--- src/rtl/cfg_bus_arbiter_if.sv ---
// Requester-facing and decoder-facing signals of the shared config write port.
// The arbiter uses the slave modport; the requester side uses the master modport.
interface cfg_bus_arbiter_if #(
  parameter int NUM_REQ = 2,
  parameter int ADDR_W  = 8,
  parameter int DATA_W  = 8
);
  logic [NUM_REQ-1:0]        req;
  logic [NUM_REQ-1:0]        lock;
  logic [NUM_REQ*ADDR_W-1:0] req_addr;
  logic [NUM_REQ*DATA_W-1:0] req_wdata;
  logic [NUM_REQ-1:0]        ack;
  logic [NUM_REQ-1:0]        err;
  logic [2:0]                gnt_id;
  logic                      cfg_we;
  logic [ADDR_W-1:0]         cfg_addr;
  logic [DATA_W-1:0]         cfg_wdata;
  logic                      busy;

  modport master (
    output req, lock, req_addr, req_wdata,
    input  ack, err, gnt_id, cfg_we, cfg_addr, cfg_wdata, busy
  );

  modport slave (
    input  req, lock, req_addr, req_wdata,
    output ack, err, gnt_id, cfg_we, cfg_addr, cfg_wdata, busy
  );
endinterface

--- src/rtl/cfg_bus_arbiter.sv ---
// Round-robin arbiter sharing one paced config write port between requesters,
// with lock ownership, lock timeout and a privileged address region.
module cfg_bus_arbiter #(
  parameter int                 NUM_REQ      = 2,
  parameter int                 ADDR_W       = 8,
  parameter int                 DATA_W       = 8,
  parameter int                 GAP_CYCLES   = 1,
  parameter logic [ADDR_W-1:0]  PROT_BASE    = 8'hC0,
  parameter logic [NUM_REQ-1:0] PRIV_MASK    = 2'b01,
  parameter int                 LOCK_TIMEOUT = 16
) (
  input  logic             clk,
  input  logic             rst_n,
  cfg_bus_arbiter_if.slave bus
);

  localparam int GAP_W = (GAP_CYCLES > 1) ? $clog2(GAP_CYCLES) : 1;
  localparam int TO_W  = (LOCK_TIMEOUT > 1) ? $clog2(LOCK_TIMEOUT) : 1;
  localparam logic [GAP_W-1:0] GAP_LAST = GAP_W'(GAP_CYCLES - 1);
  localparam logic [TO_W-1:0]  TO_LAST  = TO_W'(LOCK_TIMEOUT - 1);

  typedef enum logic [1:0] {ST_IDLE, ST_WRITE, ST_GAP} state_t;

  state_t              state;
  logic [2:0]          ptr;
  logic [NUM_REQ-1:0]  owner_oh;
  logic [TO_W-1:0]     to_cnt;
  logic [GAP_W-1:0]    gap_cnt;

  logic [NUM_REQ-1:0]  ack_q;
  logic [NUM_REQ-1:0]  err_q;
  logic [2:0]          gnt_id_q;
  logic                cfg_we_q;
  logic [ADDR_W-1:0]   cfg_addr_q;
  logic [DATA_W-1:0]   cfg_wdata_q;
  logic                busy_q;

  logic [NUM_REQ-1:0]  eligible;
  logic [NUM_REQ-1:0]  win_oh;
  logic [2:0]          win_id;
  logic [2:0]          next_ptr;
  logic [ADDR_W-1:0]   win_addr;
  logic [DATA_W-1:0]   win_data;
  logic                win_lock;
  logic                win_priv;
  logic                found;
  logic                rejected;
  logic                win_is_owner;
  logic                owner_held;

  assign owner_held = |owner_oh;
  assign eligible   = owner_held ? (bus.req & owner_oh) : bus.req;

  // First eligible index at or after the pointer, wrapping modulo NUM_REQ.
  always_comb begin
    int idx;
    // NOTE: every combinational output gets a default before the loop so no latch is inferred.
    idx      = 0;
    found    = 1'b0;
    win_oh   = '0;
    win_id   = '0;
    win_addr = '0;
    win_data = '0;
    win_lock = 1'b0;
    win_priv = 1'b0;
    for (int k = 0; k < NUM_REQ; k++) begin
      idx = int'(ptr) + k;
      if (idx >= NUM_REQ) idx = idx - NUM_REQ;
      if (!found && eligible[idx]) begin
        found       = 1'b1;
        win_oh[idx] = 1'b1;
        win_id      = 3'(idx);
        win_addr    = bus.req_addr[idx*ADDR_W +: ADDR_W];
        win_data    = bus.req_wdata[idx*DATA_W +: DATA_W];
        win_lock    = bus.lock[idx];
        win_priv    = PRIV_MASK[idx];
      end
    end
  end

  assign next_ptr     = (int'(win_id) == NUM_REQ - 1) ? 3'd0 : win_id + 3'd1;
  assign rejected     = (win_addr >= PROT_BASE) && !win_priv;
  assign win_is_owner = |(win_oh & owner_oh);

  // NOTE: all state and outputs here use non-blocking assignments so every read sees pre-edge values.
  always_ff @(posedge clk or negedge rst_n) begin
    if (!rst_n) begin
      state       <= ST_IDLE;
      ptr         <= '0;
      owner_oh    <= '0;
      to_cnt      <= '0;
      gap_cnt     <= '0;
      ack_q       <= '0;
      err_q       <= '0;
      gnt_id_q    <= '0;
      cfg_we_q    <= 1'b0;
      cfg_addr_q  <= '0;
      cfg_wdata_q <= '0;
      busy_q      <= 1'b0;
    end else begin
      ack_q    <= '0;
      err_q    <= '0;
      cfg_we_q <= 1'b0;
      unique case (state)
        ST_IDLE: begin
          if (found) begin
            state    <= ST_WRITE;
            ptr      <= next_ptr;
            gnt_id_q <= win_id;
            ack_q    <= win_oh;
            to_cnt   <= '0;
            busy_q   <= 1'b1;
            if (rejected) begin
              err_q <= win_oh;
              if (win_is_owner) owner_oh <= '0;
            end else begin
              cfg_we_q    <= 1'b1;
              cfg_addr_q  <= win_addr;
              cfg_wdata_q <= win_data;
              if (win_lock)          owner_oh <= win_oh;
              else if (win_is_owner) owner_oh <= '0;
            end
          end else if (owner_held) begin
            // Owner is idle: count towards force-release of the lock.
            if (to_cnt == TO_LAST) begin
              owner_oh <= '0;
              to_cnt   <= '0;
              busy_q   <= 1'b0;
            end else begin
              to_cnt <= to_cnt + TO_W'(1);
              busy_q <= 1'b1;
            end
          end else begin
            busy_q <= 1'b0;
          end
        end
        ST_WRITE: begin
          state   <= ST_GAP;
          gap_cnt <= GAP_LAST;
          busy_q  <= 1'b1;
        end
        ST_GAP: begin
          if (gap_cnt == '0) begin
            state  <= ST_IDLE;
            busy_q <= owner_held;
          end else begin
            gap_cnt <= gap_cnt - GAP_W'(1);
            busy_q  <= 1'b1;
          end
        end
        default: begin
          state  <= ST_IDLE;
          busy_q <= owner_held;
        end
      endcase
    end
  end

  assign bus.ack       = ack_q;
  assign bus.err       = err_q;
  assign bus.gnt_id    = gnt_id_q;
  assign bus.cfg_we    = cfg_we_q;
  assign bus.cfg_addr  = cfg_addr_q;
  assign bus.cfg_wdata = cfg_wdata_q;
  assign bus.busy      = busy_q;

endmodule

--- src/flat_wrapper.sv ---
// flat-port wrapper written by rule: the top's interface ports become plain ports
module cfg_bus_arbiter_flat 
#(
  parameter int                 NUM_REQ      = 2,
  parameter int                 ADDR_W       = 8,
  parameter int                 DATA_W       = 8,
  parameter int                 GAP_CYCLES   = 1,
  parameter logic [ADDR_W-1:0]  PROT_BASE    = 8'hC0,
  parameter logic [NUM_REQ-1:0] PRIV_MASK    = 2'b01,
  parameter int                 LOCK_TIMEOUT = 16
)
  (clk, rst_n, bus_req, bus_lock, bus_req_addr, bus_req_wdata, bus_ack, bus_err, bus_gnt_id, bus_cfg_we, bus_cfg_addr, bus_cfg_wdata, bus_busy);
  cfg_bus_arbiter_if #(.NUM_REQ(NUM_REQ), .ADDR_W(ADDR_W), .DATA_W(DATA_W)) bus_i ();
  input  logic clk;
  input  logic rst_n;
  input wire logic [$bits(bus_i.req)-1:0] bus_req;
  input wire logic [$bits(bus_i.lock)-1:0] bus_lock;
  input wire logic [$bits(bus_i.req_addr)-1:0] bus_req_addr;
  input wire logic [$bits(bus_i.req_wdata)-1:0] bus_req_wdata;
  output wire logic [$bits(bus_i.ack)-1:0] bus_ack;
  output wire logic [$bits(bus_i.err)-1:0] bus_err;
  output wire logic [$bits(bus_i.gnt_id)-1:0] bus_gnt_id;
  output wire logic [$bits(bus_i.cfg_we)-1:0] bus_cfg_we;
  output wire logic [$bits(bus_i.cfg_addr)-1:0] bus_cfg_addr;
  output wire logic [$bits(bus_i.cfg_wdata)-1:0] bus_cfg_wdata;
  output wire logic [$bits(bus_i.busy)-1:0] bus_busy;
  assign bus_i.req = bus_req;
  assign bus_i.lock = bus_lock;
  assign bus_i.req_addr = bus_req_addr;
  assign bus_i.req_wdata = bus_req_wdata;
  assign bus_ack = bus_i.ack;
  assign bus_err = bus_i.err;
  assign bus_gnt_id = bus_i.gnt_id;
  assign bus_cfg_we = bus_i.cfg_we;
  assign bus_cfg_addr = bus_i.cfg_addr;
  assign bus_cfg_wdata = bus_i.cfg_wdata;
  assign bus_busy = bus_i.busy;
  cfg_bus_arbiter #(.NUM_REQ(NUM_REQ), .ADDR_W(ADDR_W), .DATA_W(DATA_W), .GAP_CYCLES(GAP_CYCLES), .PROT_BASE(PROT_BASE), .PRIV_MASK(PRIV_MASK), .LOCK_TIMEOUT(LOCK_TIMEOUT)) u_core (.clk(clk), .rst_n(rst_n), .bus(bus_i));
endmodule
--- config.mk ---
export PLATFORM = sky130hd
export DESIGN_NAME = cfg_bus_arbiter_flat
export DESIGN_NICKNAME = d
export VERILOG_FILES = /design/src/rtl/cfg_bus_arbiter_if.sv /design/src/rtl/cfg_bus_arbiter.sv /design/src/flat_wrapper.sv
export SDC_FILE = /design/constraint.sdc
export NUM_CORES = 1
export LEC_CHECK = 0
export ABC_AREA = 0
export CAP_MARGIN = 20
export CELL_PAD_IN_SITES_DETAIL_PLACEMENT = 1
export CELL_PAD_IN_SITES_GLOBAL_PLACEMENT = 2
export CORE_MARGIN = 4
export CORE_UTILIZATION = 32
export DETAILED_ROUTE_END_ITERATION = 16
export PLACE_DENSITY_LB_ADDON = 0.1
export SYNTH_ARGS = -nofsm -noshare
export SYNTH_HDL_FRONTEND = slang
export SYNTH_SLANG_ARGS = --single-unit
--- constraint.sdc ---
create_clock -name clk -period 4.3 [get_ports clk]
set_input_delay 0.645 -clock clk [delete_from_list [all_inputs] [get_ports clk]]
set_output_delay 0.645 -clock clk [all_outputs]
set_load 0.05 [all_outputs]
### Word-level counts from Yosys, hierarchy flattened

Index checks and enable logic that the tools add are counted.

* register bits after elaboration: 37
* input port bits: 38
* output and inout port bits: 25

* add/sub/neg operators: 6
* $lt $le $gt $ge: 7
* equality and inequality tests: 6
* shift-type cells: 4
* muxes and demuxes: 67
* bitwise logic cells: 4
* reduce and logical (&&, ||, !) cells: 17

Operator list (count)
* 16-bit by 32-bit variable part select with 8-bit output: 4
* 32-bit by 1-bit greater-or-equal comparator with 1-bit output, second input constant: 2
* 32-bit by 3-bit less-than comparator with 1-bit output, second input constant: 2
* 32-bit two-way mux: 2
* 1-bit two-way mux: 34
* 32-bit by 3-bit greater-or-equal comparator with 1-bit output, second input constant: 1
* 2-bit two-way mux: 16
* 8-bit two-way mux: 4
* 32-bit by 3-bit subtractor with 32-bit output, second input constant: 1
* 4-bit two-way mux: 3
* 3-bit two-way mux: 3
* 8-bit greater-or-equal comparator, second input constant: 1
* 2-bit case mux with 3 select lines: 1
* 2-bit AND reduction: 3
* 3-bit AND reduction: 2
* 2-bit nonzero test: 3
* 3-bit by 1-bit adder with 4-bit output, second input constant: 1
* 4-bit by 1-bit adder with 4-bit output, second input constant: 1
* 2-bit bitwise AND: 2
* 4-bit == test, second input constant: 1
* 1-bit logical AND: 4
* 2-bit OR reduction: 2
* 3-bit by 2-bit subtractor with 4-bit output, second input constant: 1
* 3-bit by 1-bit adder with 3-bit output, second input constant: 1
* 14 further kinds: 16

### Longest topological paths before layout

* word-level depth: 15
* gate-level depth with buffers: 10
* mapped depth without buffers: 10

### Worst setup path before layout

Ideal clock, no wire load.

* path type: register to register
* start point: register u_core.ptr[1]
* end point: register u_core.cfg_addr_q[0] (netlist: u_core.bus.cfg_addr[0])
* setup time: 0.125 ns
* arrival: 2.814 ns
* data required time: 4.175 ns
* slack: 1.361 ns
* cell stages (with the launch flop): 11
* buffers on the path: 1
* period minus slack after synthesis: 2.939 ns
* path through: dfrtp_1 ha_1 xnor2_1 ha_1 a211oi_2 mux2i_1 or3_4 o22ai_2 a31oi_4 buf_6 mux2_4

* longest elaborated chain between the ends: 13
* elaborated cells on any way between the ends: 34
* those cells by class: add/sub (3); order compare (3); shift (2); mux (20); bitwise (1); reduce/logical (5)

RTL lines
* start: declaration: RTL line cfg_bus_arbiter.sv:25 `logic [2:0] ptr;`
* start signal: assignment: RTL line cfg_bus_arbiter.sv:108 `ptr <= next_ptr;`
* branches (longest 13 deep; another with 32-bit by 3-bit subtractor with 32-bit output)
* end signal: assignment: RTL line cfg_bus_arbiter.sv:118 `cfg_addr_q <= win_addr;`
* end: declaration: RTL line cfg_bus_arbiter.sv:34 `logic [ADDR_W-1:0] cfg_addr_q;`

Several ways; the timed one is not identified. The select of a mux whose other input is x is not followed.
A chain may end at the register's enable or synchronous reset.

### Final worst setup path

* start point: register u_core.ptr[1]
* end point: register u_core.cfg_wdata_q[2] (netlist: u_core.bus.cfg_wdata[2])

* longest elaborated chain between the ends: 13
* elaborated cells on any way between the ends: 38
* those cells by class: add/sub (3); order compare (3); shift (4); mux (22); bitwise (1); reduce/logical (5)

RTL lines
* branches (longest 13 deep; another with 32-bit by 3-bit subtractor with 32-bit output)
* end signal: assignment: RTL line cfg_bus_arbiter.sv:119 `cfg_wdata_q <= win_data;`
* end: declaration: RTL line cfg_bus_arbiter.sv:35 `logic [DATA_W-1:0] cfg_wdata_q;`

Several ways; the timed one is not identified. The select of a mux whose other input is x is not followed.

==> flow_summary.yaml <==
run_status:
  status: "completed"
grt:
  number_of_global_route_vias_before_repair: 2130
  largest_net_degree_at_the_start_of_global_routing: 44
  grt_overflow: 0
  initial_antenna_violation_count: 0
  grt_first_pass_wirelength_um: 10800
  track_usage_pct: 15.7
die:
  initial_core_util_pct: 33.7
  core_sq_um: 6940
  fp.dieArea_sq_um: 8740
  num_rows: 30
  pin_count: 63
  dieHeight_um: 93.5
  die_width_um: 93.5
pwr:
  power_density_nw_per_um2: 871
  seqPwrFrac_pct: 21.1
  power.share.clock_pct: 11.0
  cellLeakagePower_uw: 0.00131
  vdd_drop_max_mv: 0.432
  power.share.combinational_pct: 67.9
  power_switching_uw: 1330
  power.switching_fraction_pct: 48.7
  internal-power_uw: 1400
synthesis:
  synth_adder_area_share_pct: 2.14
  syn-instance-count: 240
  synthArstFlopShare_pct: 100
  syn-mean-instance-area_sq_um: 9.74
  total_of_warnings_raised_by_yosys: 0
  syn_nets: 282
  synth_xor_xnor_area_share_pct: 1.87
  synth-edff-count: 0
  post_synth_and_or_nand_nor_area_fraction_pct: 14.4
  synth-seq-area-share_pct: 38.5
  synth_top_family_by_area: "compound AO/OA/AOI/OAI gates"
  synth-compound-area-share_pct: 25.7
  synth.cell_area_sq_um: 2340
  yosys_register_bits: 36
  leading_register_cell_type_out_of_synthesis: "sky130_fd_sc_hd__dfrtp_1"
  synthDistinctLibCells: 53
  synthMuxAreaShare_pct: 12.0
clocking:
  tritoncts_num_sinks: 36
  cts.hold.buffers_added: 0
  cts_tree: "done"
  worst_skew_pair_later_pin_latency_ns: 0.29
  ctsHtreeMaxLevel: 2
  clock_tree.buffer_depth: 2
  clk_pin_slew_ns: 0.08
  post-cts-setup-buffer-count: 0
  cts_inserted_buffers: 5
  post_cts_resize_count: 0
  root_buffer: "sky130_fd_sc_hd__clkbuf_8"
timing:
  final_hold_viol_count: 0
  report.final.setup_viol: 0
  holdWs_ns: 0.436
  postLayoutSetupSlackWorst_ns: 0.886
  final.setup_skew_ns: 0.00989
  finalCritPeriodShare_pct: 79.4
  fin_crit_ns: 3.41
  grt_setup_unrepaired: "no"
  worst_slew_pin_slew_ns: 0.810
  timing.fmax_mhz: 293
  timing.setup.tns_ns: 0
  finalMaxSlewViolations: 0
  relSlewSlack_pct: 46.0
worst_setup_path:
  path_buf_inv: 0
  r2r_setup_slack_ns: 0.89
  timing.critical_path.fanout_max: 17
  worst-setup-path-type: "reg -> reg"
  cp_common_cell: "sky130_fd_sc_hd__ha_1"
  regToRegStartpoint: "u_core.ptr[1]$_DFFE_PN0P_"
  worst-endpoint-required_ns: 4.48
  setup.worst_path.end_class: "flop"
  worstPathCellList: "ha_1, xnor2_1, ha_1, a211oi_2, mux2i_1, or3_4, o22ai_2, a31oi_4, mux2_2"
  worst_setup_path_start_kind: "flop"
  cpMaxStageDelayCell: "sky130_fd_sc_hd__a31oi_4"
  worst_r2r_endpoint: "u_core.bus.cfg_wdata[2]$_DFFE_PN0P_"
  r2r_cells: 9
  worst-endpoint-arrival_ns: 3.60
  crit_family: "compound AO/OA/AOI/OAI gates"
  cp_slowest_stage_delay_ns: 0.64
drt:
  num_vias: 2093
  dr.pass1.iters: 4
  drtIter0Drc: 86
  drt.antenna.violating_nets: 0
  route.detailed.drc: 0
  finalWirelength_um: 6590
  avgRoutedWirePerCell_um: 16.8
  vias_per_cell: 5.33
finish:
  mostFrequentLayoutCell: "sky130_fd_sc_hd__clkdlybuf4s50_1"
  insertedDiodeCount: 0
  layout.filler_cells: 781
  design.final.nets: 338
  syn2layout_area_growth_pct: 33.7
  most-common-layout-cells: "sky130_fd_sc_hd__clkdlybuf4s50_1, sky130_fd_sc_hd__dfrtp_1, sky130_fd_sc_hd__a21oi_1"
  final_layout_size_suffix_gt1_share_pct: 12.5
  stdcell_count: 393
placed_design:
  port_buffers: 62
  pre_cts_slack_ns: 0.864
  place.gp.congestion: 0.748
  hpwl_um: 4820
  dp_cells: 385
flow_run:
  cap_viol_max_count: 0
worst_hold_path:
  worstHoldPathType: "in -> async"
## power groups by stage
stage	sequential, uW	combinational, uW	clock, uW
2_1_floorplan	885	1080	0
3_3_place_gp	581	1840	0
3_5_place_dp	578	1860	0
4_1_cts	579	1870	308
5_1_grt	598	2030	327
6_report	576	1850	298
## worst reg2reg max path, stage by stage (launching register included)
cell                       delay [ns]
sky130_fd_sc_hd__dfrtp_1         0.45
sky130_fd_sc_hd__ha_1            0.29
sky130_fd_sc_hd__xnor2_1         0.19
sky130_fd_sc_hd__ha_1            0.23
sky130_fd_sc_hd__a211oi_2        0.36
sky130_fd_sc_hd__mux2i_1         0.42
sky130_fd_sc_hd__or3_4           0.21
sky130_fd_sc_hd__o22ai_2         0.09
sky130_fd_sc_hd__a31oi_4         0.64
sky130_fd_sc_hd__mux2_2          0.42
## area by class of cell
type                       count  area, sq um  share of cell area [%]
clock buffer                   5         68.8                    2.20
timing repair buffer          66          646                    20.6
multi-input combinational    179         1320                    42.2
tap                           96          120                    3.84
inverter                       8         30.0                   0.960
clock inverter                 3         42.5                    1.36
sequential                    36          901                    28.8
## flip-flops by register name, summed over array words and instances (netlist names)
signal	cells
u_core.bus.ack	2
u_core.bus.busy	1
u_core.bus.cfg_addr	8
u_core.bus.cfg_wdata	8
u_core.bus.cfg_we	1
u_core.bus.err	2
u_core.bus.gnt_id	3
u_core.owner_oh	2
u_core.ptr	3
u_core.state	2
u_core.to_cnt	4
## kinds of logic after synthesis
family          Yosys count
compound gates           81
fa+ha+maj                 4
simple gates             65
xor+xnor                  5
other cells               1
flops                    36
mux                      23
buf+inv                  25
## cells in the mapped netlist (all sizes together), types with 7 or more instances
cell type  count  area share (%)
dfrtp         36              39
a21oi         21             4.5
nor2          17             2.7
mux2          16             9.0
nand2         16             2.6
a221oi        14             5.2
a22oi         14             4.5
clkbuf        10             1.6
buf            7             2.4
inv            7             1.1
mux2i          7             3.0
## through the flow
step	instance area (sq um)	total power (uW)	utilization, %
2_1_floorplan	2340	1960	-
3_3_place_gp	3020	2420	43.4
3_5_place_dp	3020	2440	43.4
4_1_cts	3130	2760	45.0
5_1_grt	3130	2950	45.0
6_report	3130	2720	45.0
## metal layers
| layer | vias up | wire length, um | track usage, % |
|---|---|---|---|
| met5 | - | 0 | 0 |
| met4 | 0 | 113 | 5.86 |
| met3 | 9 | 292 | 3.30 |
| met2 | 42 | 3080 | 24.2 |
| met1 | 1024 | 3110 | 21.5 |
| li1 | 1018 | - | - |
## how the worst max path moves through the flow
| stage | slack [ns] | endpoint | cells after the start | from |
|---|---|---|---|---|
| after CTS | 0.85 | u_core.bus.cfg_wdata[2]$_DFFE_PN0P_ | 9 | u_core.ptr[1]$_DFFE_PN0P_ |
| after global routing | 0.56 | u_core.bus.cfg_addr[5]$_DFFE_PN0P_ | 9 | u_core.ptr[1]$_DFFE_PN0P_ |
| after floorplan | 1.36 | u_core.bus.cfg_addr[0]$_DFFE_PN0P_ | 10 | u_core.ptr[1]$_DFFE_PN0P_ |
| after global placement | 0.98 | u_core.bus.cfg_wdata[0]$_DFFE_PN0P_ | 9 | u_core.ptr[1]$_DFFE_PN0P_ |
| after detailed placement | 0.86 | u_core.bus.cfg_wdata[2]$_DFFE_PN0P_ | 9 | u_core.ptr[1]$_DFFE_PN0P_ |
| final | 0.89 | u_core.bus.cfg_wdata[2]$_DFFE_PN0P_ | 9 | u_core.ptr[1]$_DFFE_PN0P_ |
No activity file was read; power rests on OpenSTA's default activity.
